<file path="config.mk">
export PLATFORM = sky130hd
export DESIGN_NAME = reindeer_multi_channel_timer
export DESIGN_NICKNAME = d
export VERILOG_FILES = /design/src/rtl/reindeer_timer_pkg.sv /design/src/rtl/reindeer_timer_channel.sv /design/src/rtl/reindeer_multi_channel_timer.sv
export SDC_FILE = /design/constraint.sdc
export NUM_CORES = 2
export LEC_CHECK = 0
export ABC_CLOCK_PERIOD_IN_PS = 3200
export CORE_MARGIN = 2
export CORE_UTILIZATION = 30
export CTS_BUF_LIST = sky130_fd_sc_hd__clkbuf_4 sky130_fd_sc_hd__clkbuf_8
export CTS_CLUSTER_DIAMETER = 40
export DETAILED_ROUTE_END_ITERATION = 16
export SLEW_MARGIN = 10
export SYNTH_ARGS = -nofsm -noshare
export SYNTH_HDL_FRONTEND = slang
export SYNTH_SLANG_ARGS = --single-unit
</file>
<file path="constraint.sdc">
create_clock -name clk -period 3.2 [get_ports clk]
set_input_delay 0.48 -clock clk [delete_from_list [all_inputs] [get_ports clk]]
set_output_delay 0.48 -clock clk [all_outputs]
set_load 0.1 [all_outputs]
</file>
<file path="src/rtl/reindeer_timer_pkg.sv">
// Shared constants and types for the multi-channel machine timer.
// Register word offsets, control bit positions and channel control layout.
package reindeer_timer_pkg;

  localparam int ADDR_CTRL     = 0;
  localparam int ADDR_MTIME_LO = 1;
  localparam int ADDR_MTIME_HI = 2;
  localparam int ADDR_STATUS   = 3;
  localparam int ADDR_CH_BASE  = 4;
  localparam int CH_STRIDE     = 4;

  localparam int OFF_CMP_LO  = 0;
  localparam int OFF_CMP_HI  = 1;
  localparam int OFF_CH_CTRL = 2;
  localparam int OFF_PERIOD  = 3;

  localparam int CTRL_COUNT_EN_BIT = 0;
  localparam int CTRL_PRESCALE_LSB = 8;

  localparam int CH_EN_BIT       = 0;
  localparam int CH_PERIODIC_BIT = 1;
  localparam int CH_IRQ_EN_BIT   = 2;

  typedef struct packed {
    logic irq_en;
    logic periodic;
    logic en;
  } ch_ctrl_t;

endpackage

</file>
<file path="src/rtl/reindeer_timer_channel.sv">
// One compare channel: compare value, reload period, control and pending.
// Bus writes to the compare value take priority over periodic reload.
module reindeer_timer_channel
  import reindeer_timer_pkg::*;
#(
  parameter int XLEN          = 32,
  parameter int COUNTER_WIDTH = 64
) (
  input  logic                     clk,
  input  logic                     sync_reset,
  input  logic [COUNTER_WIDTH-1:0] mtime,
  input  logic                     wr_cmp_lo,
  input  logic                     wr_cmp_hi,
  input  logic                     wr_ctrl,
  input  logic                     wr_period,
  input  logic                     clr,
  input  logic [XLEN-1:0]          wr_data,
  output logic [COUNTER_WIDTH-1:0] cmp,
  output logic [XLEN-1:0]          period,
  output ch_ctrl_t                 ctrl,
  output logic                     pending
);

  localparam int EXT_W = 2 * XLEN;
  localparam bit HAS_HI = COUNTER_WIDTH > XLEN;

  logic [EXT_W-1:0] cmp_wr;
  logic             cmp_write;
  logic             match;
  logic             reload;

  assign cmp_write = wr_cmp_lo | (wr_cmp_hi & HAS_HI);
  assign match = ctrl.en && (mtime >= cmp);
  assign reload = match && ctrl.periodic && (period != '0);

  // Merge a half-word bus write into the current compare value.
  always_comb begin
    cmp_wr = EXT_W'(cmp);
    if (wr_cmp_lo) cmp_wr[XLEN-1:0] = wr_data;
    if (wr_cmp_hi && HAS_HI) cmp_wr[EXT_W-1:XLEN] = wr_data;
  end

  // Channel registers; a compare write drops both reload and pending.
  always_ff @(posedge clk) begin
    if (sync_reset) begin
      cmp     <= '0;
      period  <= '0;
      ctrl    <= '0;
      pending <= 1'b0;
    end else begin
      if (cmp_write) cmp <= cmp_wr[COUNTER_WIDTH-1:0];
      else if (reload) cmp <= cmp + COUNTER_WIDTH'(period);
      if (wr_period) period <= wr_data;
      if (wr_ctrl) ctrl <= ch_ctrl_t'(wr_data[CH_IRQ_EN_BIT:CH_EN_BIT]);
      if (cmp_write) pending <= 1'b0;
      else if (match) pending <= 1'b1;
      else if (clr) pending <= 1'b0;
    end
  end

endmodule

</file>
<file path="src/rtl/reindeer_multi_channel_timer.sv">
// Shared mtime with prescaler plus NUM_CH compare channels on the
// peripheral register bus, with registered reads and interrupts.
module reindeer_multi_channel_timer
  import reindeer_timer_pkg::*;
#(
  parameter int XLEN          = 32,
  parameter int COUNTER_WIDTH = 64,
  parameter int NUM_CH        = 4,
  parameter int PRESCALE_BITS = 8,
  parameter int ADDR_W        = 6
) (
  input  logic              clk,
  input  logic              sync_reset,
  input  logic              reg_wr_en,
  input  logic              reg_rd_en,
  input  logic [ADDR_W-1:0] reg_addr,
  input  logic [XLEN-1:0]   reg_wr_data,
  output logic [XLEN-1:0]   reg_rd_data,
  output logic              reg_rd_valid,
  output logic [NUM_CH-1:0] irq,
  output logic              irq_any
);

  localparam int EXT_W = 2 * XLEN;
  localparam bit HAS_HI = COUNTER_WIDTH > XLEN;

  logic                     count_en;
  logic [PRESCALE_BITS-1:0] prescale;
  logic [PRESCALE_BITS-1:0] presc;
  logic                     tick;
  logic [COUNTER_WIDTH-1:0] mtime;
  logic [EXT_W-1:0]         mt_ext;
  logic [EXT_W-1:0]         mt_nxt;
  logic [XLEN-1:0]          mtime_hi_shadow;
  logic [XLEN-1:0]          rd_mux;
  logic [EXT_W-1:0]         cmp_ext;

  logic [ADDR_W-3:0] word;
  logic [1:0]        off;
  logic              sel_ctrl;
  logic              sel_lo;
  logic              sel_hi;
  logic              sel_status;
  logic              wr_ctrl;
  logic              wr_lo;
  logic              wr_hi;

  logic [NUM_CH-1:0]        ch_sel;
  logic [NUM_CH-1:0]        pending;
  logic [NUM_CH-1:0]        irq_en_vec;
  logic [COUNTER_WIDTH-1:0] cmp_q    [NUM_CH];
  logic [XLEN-1:0]          period_q [NUM_CH];
  ch_ctrl_t                 ctrl_q   [NUM_CH];

  assign word = reg_addr[ADDR_W-1:2];
  assign off  = reg_addr[1:0];

  assign sel_ctrl   = (word == '0) && (off == 2'(ADDR_CTRL));
  assign sel_lo     = (word == '0) && (off == 2'(ADDR_MTIME_LO));
  assign sel_hi     = (word == '0) && (off == 2'(ADDR_MTIME_HI));
  assign sel_status = (word == '0) && (off == 2'(ADDR_STATUS));

  assign wr_ctrl = reg_wr_en && sel_ctrl;
  assign wr_lo   = reg_wr_en && sel_lo;
  assign wr_hi   = reg_wr_en && sel_hi && HAS_HI;

  assign tick = count_en && (presc == prescale);

  // Next mtime: a bus write replaces the value and swallows any tick.
  always_comb begin
    mt_ext = EXT_W'(mtime);
    mt_nxt = mt_ext;
    if (tick) mt_nxt = mt_ext + EXT_W'(1);
    if (wr_lo || wr_hi) begin
      mt_nxt = mt_ext;
      if (wr_lo) mt_nxt[XLEN-1:0] = reg_wr_data;
      if (wr_hi) mt_nxt[EXT_W-1:XLEN] = reg_wr_data;
    end
  end

  // Control, prescaler phase and mtime state.
  always_ff @(posedge clk) begin
    if (sync_reset) begin
      count_en <= 1'b0;
      prescale <= '0;
      presc    <= '0;
      mtime    <= '0;
    end else begin
      if (wr_ctrl) begin
        count_en <= reg_wr_data[CTRL_COUNT_EN_BIT];
        prescale <= reg_wr_data[CTRL_PRESCALE_LSB +: PRESCALE_BITS];
      end
      if (wr_ctrl || !count_en || tick) presc <= '0;
      else presc <= presc + PRESCALE_BITS'(1);
      mtime <= mt_nxt[COUNTER_WIDTH-1:0];
    end
  end

  for (genvar g = 0; g < NUM_CH; g++) begin : g_ch
    assign ch_sel[g] =
      word == (ADDR_W-2)'(ADDR_CH_BASE / CH_STRIDE + g);
    assign irq_en_vec[g] = ctrl_q[g].irq_en;

    reindeer_timer_channel #(
      .XLEN          (XLEN),
      .COUNTER_WIDTH (COUNTER_WIDTH)
    ) u_ch (
      .clk        (clk),
      .sync_reset (sync_reset),
      .mtime      (mtime),
      .wr_cmp_lo  (reg_wr_en && ch_sel[g] && off == 2'(OFF_CMP_LO)),
      .wr_cmp_hi  (reg_wr_en && ch_sel[g] && off == 2'(OFF_CMP_HI)),
      .wr_ctrl    (reg_wr_en && ch_sel[g] && off == 2'(OFF_CH_CTRL)),
      .wr_period  (reg_wr_en && ch_sel[g] && off == 2'(OFF_PERIOD)),
      .clr        (reg_wr_en && sel_status && reg_wr_data[g]),
      .wr_data    (reg_wr_data),
      .cmp        (cmp_q[g]),
      .period     (period_q[g]),
      .ctrl       (ctrl_q[g]),
      .pending    (pending[g])
    );
  end

  // Read mux; unmapped addresses fall through to zero.
  always_comb begin
    rd_mux  = '0;
    cmp_ext = '0;
    unique case (1'b1)
      sel_ctrl: begin
        rd_mux[CTRL_COUNT_EN_BIT] = count_en;
        rd_mux[CTRL_PRESCALE_LSB +: PRESCALE_BITS] = prescale;
      end
      sel_lo:     rd_mux = mt_ext[XLEN-1:0];
      sel_hi:     rd_mux = mtime_hi_shadow;
      sel_status: rd_mux = XLEN'(pending);
      default:    ;
    endcase
    for (int c = 0; c < NUM_CH; c++) begin
      if (ch_sel[c]) begin
        cmp_ext = EXT_W'(cmp_q[c]);
        unique case (1'b1)
          off == 2'(OFF_CMP_LO):  rd_mux = cmp_ext[XLEN-1:0];
          off == 2'(OFF_CMP_HI):  rd_mux = cmp_ext[EXT_W-1:XLEN];
          off == 2'(OFF_CH_CTRL): rd_mux = XLEN'(ctrl_q[c]);
          default:                rd_mux = period_q[c];
        endcase
      end
    end
  end

  // Registered read port; a low-half mtime read snapshots the high half.
  always_ff @(posedge clk) begin
    if (sync_reset) begin
      reg_rd_data     <= '0;
      reg_rd_valid    <= 1'b0;
      mtime_hi_shadow <= '0;
    end else begin
      reg_rd_valid <= reg_rd_en;
      if (reg_rd_en) begin
        reg_rd_data <= rd_mux;
        if (sel_lo) mtime_hi_shadow <= mt_ext[EXT_W-1:XLEN];
      end
    end
  end

  // Registered interrupt lines.
  always_ff @(posedge clk) begin
    if (sync_reset) begin
      irq     <= '0;
      irq_any <= 1'b0;
    end else begin
      irq     <= pending & irq_en_vec;
      irq_any <= |(pending & irq_en_vec);
    end
  end

endmodule

</file>
Word-level counts from Yosys, hierarchy flattened
Index checks and enable logic that the tools add are counted.
{ "classes": {"add_sub_neg": 6, "n_mul": 0, "div": 0, "n_lt_le_gt_ge": 4, "eq_ne": 18, "shifts": 0, "mux": 40, "bitwise": 5, "reduce_logical": 81} }
{ "op_table": {"columns": ["operator", "count"], "rows": [
  ["64-bit two-way mux", 10],
  ["32-bit two-way mux", 14],
  ["32-bit case mux with 3 select lines", 4],
  ["64-bit by 32-bit adder with 64-bit output", 4],
  ["64-bit greater-or-equal comparator", 4],
  ["32-bit nonzero test", 4],
  ["64-bit by 1-bit adder with 64-bit output, second input constant", 1],
  ["1-bit logical AND", 45],
  ["16-bit case mux with 2 select lines", 1],
  ["8-bit case mux with 3 select lines", 1],
  ["2-bit AND reduction", 11],
  ["7-bit case mux with 3 select lines", 1],
  ["2-bit nonzero test", 9],
  ["2-bit by 1-bit inequality test with 1-bit output, second input constant", 8],
  ["2-bit OR reduction", 5],
  ["8-bit by 1-bit adder with 8-bit output, second input constant", 1],
  ["4-bit by 2-bit equality test with 1-bit output, second input constant", 2],
  ["8-bit equality test", 1],
  ["1-bit two-way mux", 8],
  ["4-bit bitwise AND", 1],
  ["2-bit equality test, second input constant", 2],
  ["4-bit by 1-bit equality test with 1-bit output, second input constant", 1],
  ["4-bit by 3-bit equality test with 1-bit output, second input constant", 1],
  ["4-bit zero test", 1],
  ["8 further kinds", 14]
]} }
{ "totals": {"regBits": 551, "latchBits": 0, "mem_bits_rw": 0, "romBits": 0, "wordCells": 192, "n_memories": 0} }

Longest topological paths before layout
{ "depth": {"depth_word": 7, "depth_mapped": 14} }

By module
Synthesis repeated with hierarchy kept, for this count alone.
{ "hier_totals": {"cells_unflattened": 5813, "area_unflattened_um2": 44481.4} }
{ "modules_own_cells": {"columns": ["mod", "n_inst", "cells_each", "area_each_um2", "seq_area_each_um2"], "rows": [
  ["reindeer_timer_channel (g_ch[1].u_ch ...)", 2, 1054, 8055.2, 2001.9],
  ["reindeer_multi_channel_timer", 1, 1605, 11643.7, 3022.9],
  ["reindeer_timer_channel (g_ch[0].u_ch)", 1, 1051, 8480.6, 2001.9],
  ["reindeer_timer_channel (g_ch[3].u_ch)", 1, 1049, 8246.7, 2001.9]
]} }

Worst setup path after synthesis
No wires, ideal clock.
{ "synth_path": {"kind": "register -> register", "startpoint": "register mtime[0], in the netlist mt_ext[0]", "endpoint": "register g_ch[0].u_ch.cmp[32]", "setup_time_ns": 0.117, "arrival_time_ns": 3.136, "t_required_ns": 3.083, "setup_slack_ns": -0.053, "stages_incl_launch_ff": 13, "n_path_buf": 1, "path_cell_list": "dfxtp_1 > inv_1 > ha_1 > nand2b_1 > a2111o_1 > a31oi_1 > o211ai_1 > a211oi_1 > a21oi_1 > a21boi_1 > clkbuf_1 > nor2_1 > a32o_1"} }
{ "synth_between": {"elab_chain_len": 6} }
{ "synth_lines": {"columns": ["item", "line", "source"], "rows": [
  ["start: declaration", "reindeer_multi_channel_timer.sv:31", "logic [COUNTER_WIDTH-1:0] mtime;"],
  ["start signal: assignment", "reindeer_multi_channel_timer.sv:95", "mtime <= mt_nxt[COUNTER_WIDTH-1:0];"],
  ["64-bit greater-or-equal comparator", "reindeer_timer_channel.sv:33", "assign match = ctrl.en && (mtime >= cmp);"],
  ["1-bit logical AND", "reindeer_timer_channel.sv:33", null],
  ["1-bit logical AND (2 in series)", "reindeer_timer_channel.sv:34", "assign reload = match && ctrl.periodic && (period != '0);"],
  ["2-bit nonzero test (no line)", null, null],
  ["2-bit AND reduction (no line)", null, null],
  ["end signal: assignment", "reindeer_timer_channel.sv:51", "if (cmp_write) cmp <= cmp_wr[COUNTER_WIDTH-1:0];"],
  ["end signal: assignment", "reindeer_timer_channel.sv:52", "else if (reload) cmp <= cmp + COUNTER_WIDTH'(period);"],
  ["end: declaration", "reindeer_timer_channel.sv:18", "output logic [COUNTER_WIDTH-1:0] cmp,"]
]} }
Every way passes these cells.
A chain may end at the register's enable or synchronous reset.

Worst setup path in the final report
{ "layout_path": {"startpoint": "register g_ch[2].u_ch.cmp[47]", "endpoint": "register g_ch[2].u_ch.cmp[0]"} }
{ "layout_between": {"elab_chain_len": 6} }
{ "layout_lines": {"columns": ["item", "line"], "rows": [
  ["start: declaration", "reindeer_timer_channel.sv:18"],
  ["start signal: assignment", "reindeer_timer_channel.sv:51"],
  ["start signal: assignment", "reindeer_timer_channel.sv:52"],
  ["64-bit greater-or-equal comparator", "reindeer_timer_channel.sv:33"],
  ["1-bit logical AND", "reindeer_timer_channel.sv:33"],
  ["1-bit logical AND (2 in series)", "reindeer_timer_channel.sv:34"],
  ["2-bit nonzero test (no line)", null],
  ["2-bit AND reduction (no line)", null]
]} }
Every way passes these cells.

==> results by group <==
GRT
  – Gr busiest metal: met2
  – GRT Total Usage: 31.80%
  – First-pass GRT wire length: 342.4 mm
  – Met3 usage: 7.675%
  – Vias in the first global route: 48900
  – Initial antenna violation count: 29
  – Met1 Use GR: 41.47%
  – Grt ovf: 0
  – Met2 usage: 46.61%
  – Maximum number of pins on one net before global-route repair: 125

Flow run
  – Number of max-cap violations: 0

Logic synthesis
  – Post-Syn Area: 43340 um2
  – Syn avg cell area: 7.272 um2
  – Synth Area in XOR/XNOR: 2.182%
  – Count of cell types in the netlist: 88
  – Mapped Nets: 6392
  – #FFs+latches synth: 551
  – Top_reg_cell synth: dfxtp_1
  – Simple-gate portion of the synthesized area: 22.46%
  – Largest family of logic cells by synthesized area: compound AO/OA/AOI/OAI gates
  – Asr flop ratio synth: 0%
  – Register area share after synthesis: 25.45%
  – Compound-gate portion of the synthesized area: 28.25%
  – Post-synth EDFFs: 0
  – Syn Inst Count: 5960
  – Multiplexer share of the synthesized area: 4.174%
  – Adder-Cell Fraction of Synth Area: 11.33%
  – Yosys warning count: 0

Drt
  – Post-DRT Antenna Nets: 0
  – Via count: 52670
  – DR WL/cell: 27.64 um
  – Number of DRC markers in iteration 0: 6486
  – DRC viols: 0
  – Vias per cell: 5.942
  – WL final: 245.1 mm
  – DR pass1 iterations: 6

Final layout
  – Layout cell share with drive strength beyond 1: 24.85%
  – Final Util: 41.14%
  – Area grow syn2layout: 36.20%
  – Final net count: 7288
  – # fillers: 14870

Worst setup path
  – Startpoint Class: flip-flop
  – Req. time, crit path: 3.99 ns
  – Critical Path Sink Type: flip-flop
  – Worst Path Class, Setup: flip-flop to flip-flop
  – Arrival @ worst endpoint: 4.14 ns
  – CP Max Fanout: 9

Placed design
  – Hpwl dp: 185.5 mm
  – Port Buffers: 79
  – Placer Congestion: 1.056

Clock network
  – Htree depth: 4
  – Skew-Pair Late Insertion Delay: 0.91 ns
  – Clock transition at path regs: 0.06 ns
  – CTS Buf Count: 131
  – Clock root cell: clkbuf_8
  – CTS Buffer Depth: 3
  – Clk sinks: 551
  – CTS tree: yes

Floorplan
  – Core region area: 143500 um2
  – Initial Util: 30.21%
  – Ports: 80
  – Die Span X: 384.1 um
  – Die height: 384.1 um
  – Rows: 139
  – DIE AREA: 147500 um2

STA
  – Final worst setup slack: -0.1562 ns
  – Final setup fails: 54
  – Least-Margin Pin Slew: 1.076 ns
  – Slew HR: 28.06%
  – Final Hold Fails: 0
  – Max-slew violations: 0
  – Final period utilization: 104.9%
  – Fmax: 298.0 MHz
  – Clock skew: 0.05945 ns
  – RSZ-0062 raised after global routing: yes
  – Minimum clock period: 3.356 ns

Power and ir drop
  – Total power: 18.62 mW
  – Pwr/cell area: 315.4 nW/um2
  – Worst vdd ir: 420.4 uV
  – Lkg Pwr: 23.20 nW

Outcome
  – Failing checks: negative setup slack
  – Status: finished, violations left

Worst hold path
  – Worst hold path class: primary input to flip-flop
## where the power goes
group	switching [mW]	internal (mW)	total [mW]
clock	4.01	5.67	9.68
sequential	0.0690	6.93	7.00
combinational	1.37	0.573	1.94
total	5.45	13.2	18.6
## registers in the layout (all words and copies together) (netlist names)
name	flops
irq	4
reg_rd_data	32
count_en	1
reg_rd_valid	1
prescale	8
mtime_hi_shadow	32
g_ch.u_ch.ctrl	12
g_ch.u_ch.cmp	256
presc	8
g_ch.u_ch.pending	4
mt_ext	64
g_ch.u_ch.period	128
irq_any	1
## area by class of cell
cell class | count | area, um2 | share of cell area, %
antenna | 7 | 17.52 | 0.02967
sequential | 551 | 11100 | 18.81
timing repair buffer | 1160 | 10030 | 16.99
multi-input combinational | 4700 | 31370 | 53.14
clock buffer | 186 | 2447 | 4.146
inverter | 312 | 1177 | 1.994
tap | 1903 | 2381 | 4.033
clock inverter | 46 | 505.5 | 0.8563
## through the flow
stage	instance area [um2]	setup slack (ns)	hold WS (ns)	std cells	TNS, ns
3_3_place_gp	53650	-0.6911	0.4413	8575	-57.12
3_5_place_dp	53650	-0.6351	0.4465	8575	-62.25
6_report	59030	-0.1562	0.07520	8865	-2.691
5_1_grt	59020	-0.1722	0.1095	8861	-5.575
4_1_cts	57040	-0.001507	0.01216	8817	-0.001507
2_1_floorplan	43350	0.02412	0.4333	5960	0
## path summary, 6_finish.rpt
path | from | end | slack, ns | cells after the start
max | g_ch[2].u_ch.cmp[47] | g_ch[2].u_ch.cmp[0] | -0.16 | 13
min | reg_rd_en | reg_rd_data[12] | 0.08 | 3
min reg2reg | mtime_hi_shadow[3] | mtime_hi_shadow[3] | 0.46 | 2
max reg2reg | g_ch[2].u_ch.cmp[47] | g_ch[2].u_ch.cmp[0] | -0.16 | 13
## kinds of logic after synthesis
group / after synthesis
AND/OR/NAND/NOR: 2160
AO/OA/AOI/OAI: 1878
buffers and inverters: 709
flip-flops: 551
adder cells (fa/ha/maj): 390
multiplexers: 164
XOR/XNOR: 108
## worst max-delay path, stage by stage (launching register included)
cell and delay, ns:
dfxtp_2 0.35, clkinvlp_4 0.23, ha_4 0.40, nand4_1 0.18, nor4_4 0.40, buf_4 0.20, a21boi_4 0.21, a211oi_2 0.08
a211oi_2 0.31, a31o_4 0.30, buf_4 0.17, buf_4 0.11, nor2_1 0.04, a311oi_1 0.25
## metal layers
| metal | share of wire (%) | up-vias |
|---|---|---|
| li1 | - | 23720 |
| met1 | 40 | 25260 |
| met2 | 41 | 3012 |
| met3 | 11 | 670 |
| met4 | 7.4 | 14 |
| met5 | 0.040 | - |
## cells in the mapped netlist (all sizes together) (36+ instances only)
master  number  area (um2)
a311oi     108       945.9
o31ai       41       312.8
mux2i      147        1471
ha         386        4830
nor3       109       545.5
a31oi       37       231.5
o21ai      298        1495
o211ai      96       720.7
o22ai       61       381.6
buf         36       141.4
nand4      128       800.8
and3        45       281.5
inv        312        1171
o21a        44       330.3
xor2        43       376.6
a21o        96       720.7
clkbuf     361        1355
nor4        74       475.5
a221oi      47       411.6
a211oi     121       925.9
nand3      180       905.9
nand2      921        3457
xnor2       65       569.3
dfxtp      551       11030
nor2       521        1963
a21oi      633        3168
## timing repair
action	in CTS	in global routing
buffers inserted	7	37
hold buffers	1	0
cloned	2	8
hold endpoints to repair	4	0
pin swaps	30	144
setup endpoints to repair	198	233
resized for setup	69	359
## placed cells by master, fill, tap and decap left out, types with 38 or more instances in the layout
master,n
a211oi_1,102
a21o_1,96
a21oi_1,600
a221oi_1,38
a311oi_1,103
and3_1,43
buf_12,73
buf_4,1000
clkbuf_8,168
dfxtp_1,500
dfxtp_2,47
ha_1,348
inv_1,298
mux2i_1,147
nand2_1,907
nand3_1,174
nand4_1,128
nor2_1,507
nor3_1,97
nor4_1,67
o211ai_1,96
o21a_1,41
o21ai_0,250
o22ai_1,58
xnor2_1,65
xor2_1,43
Power figures use the tool's default switching activity.
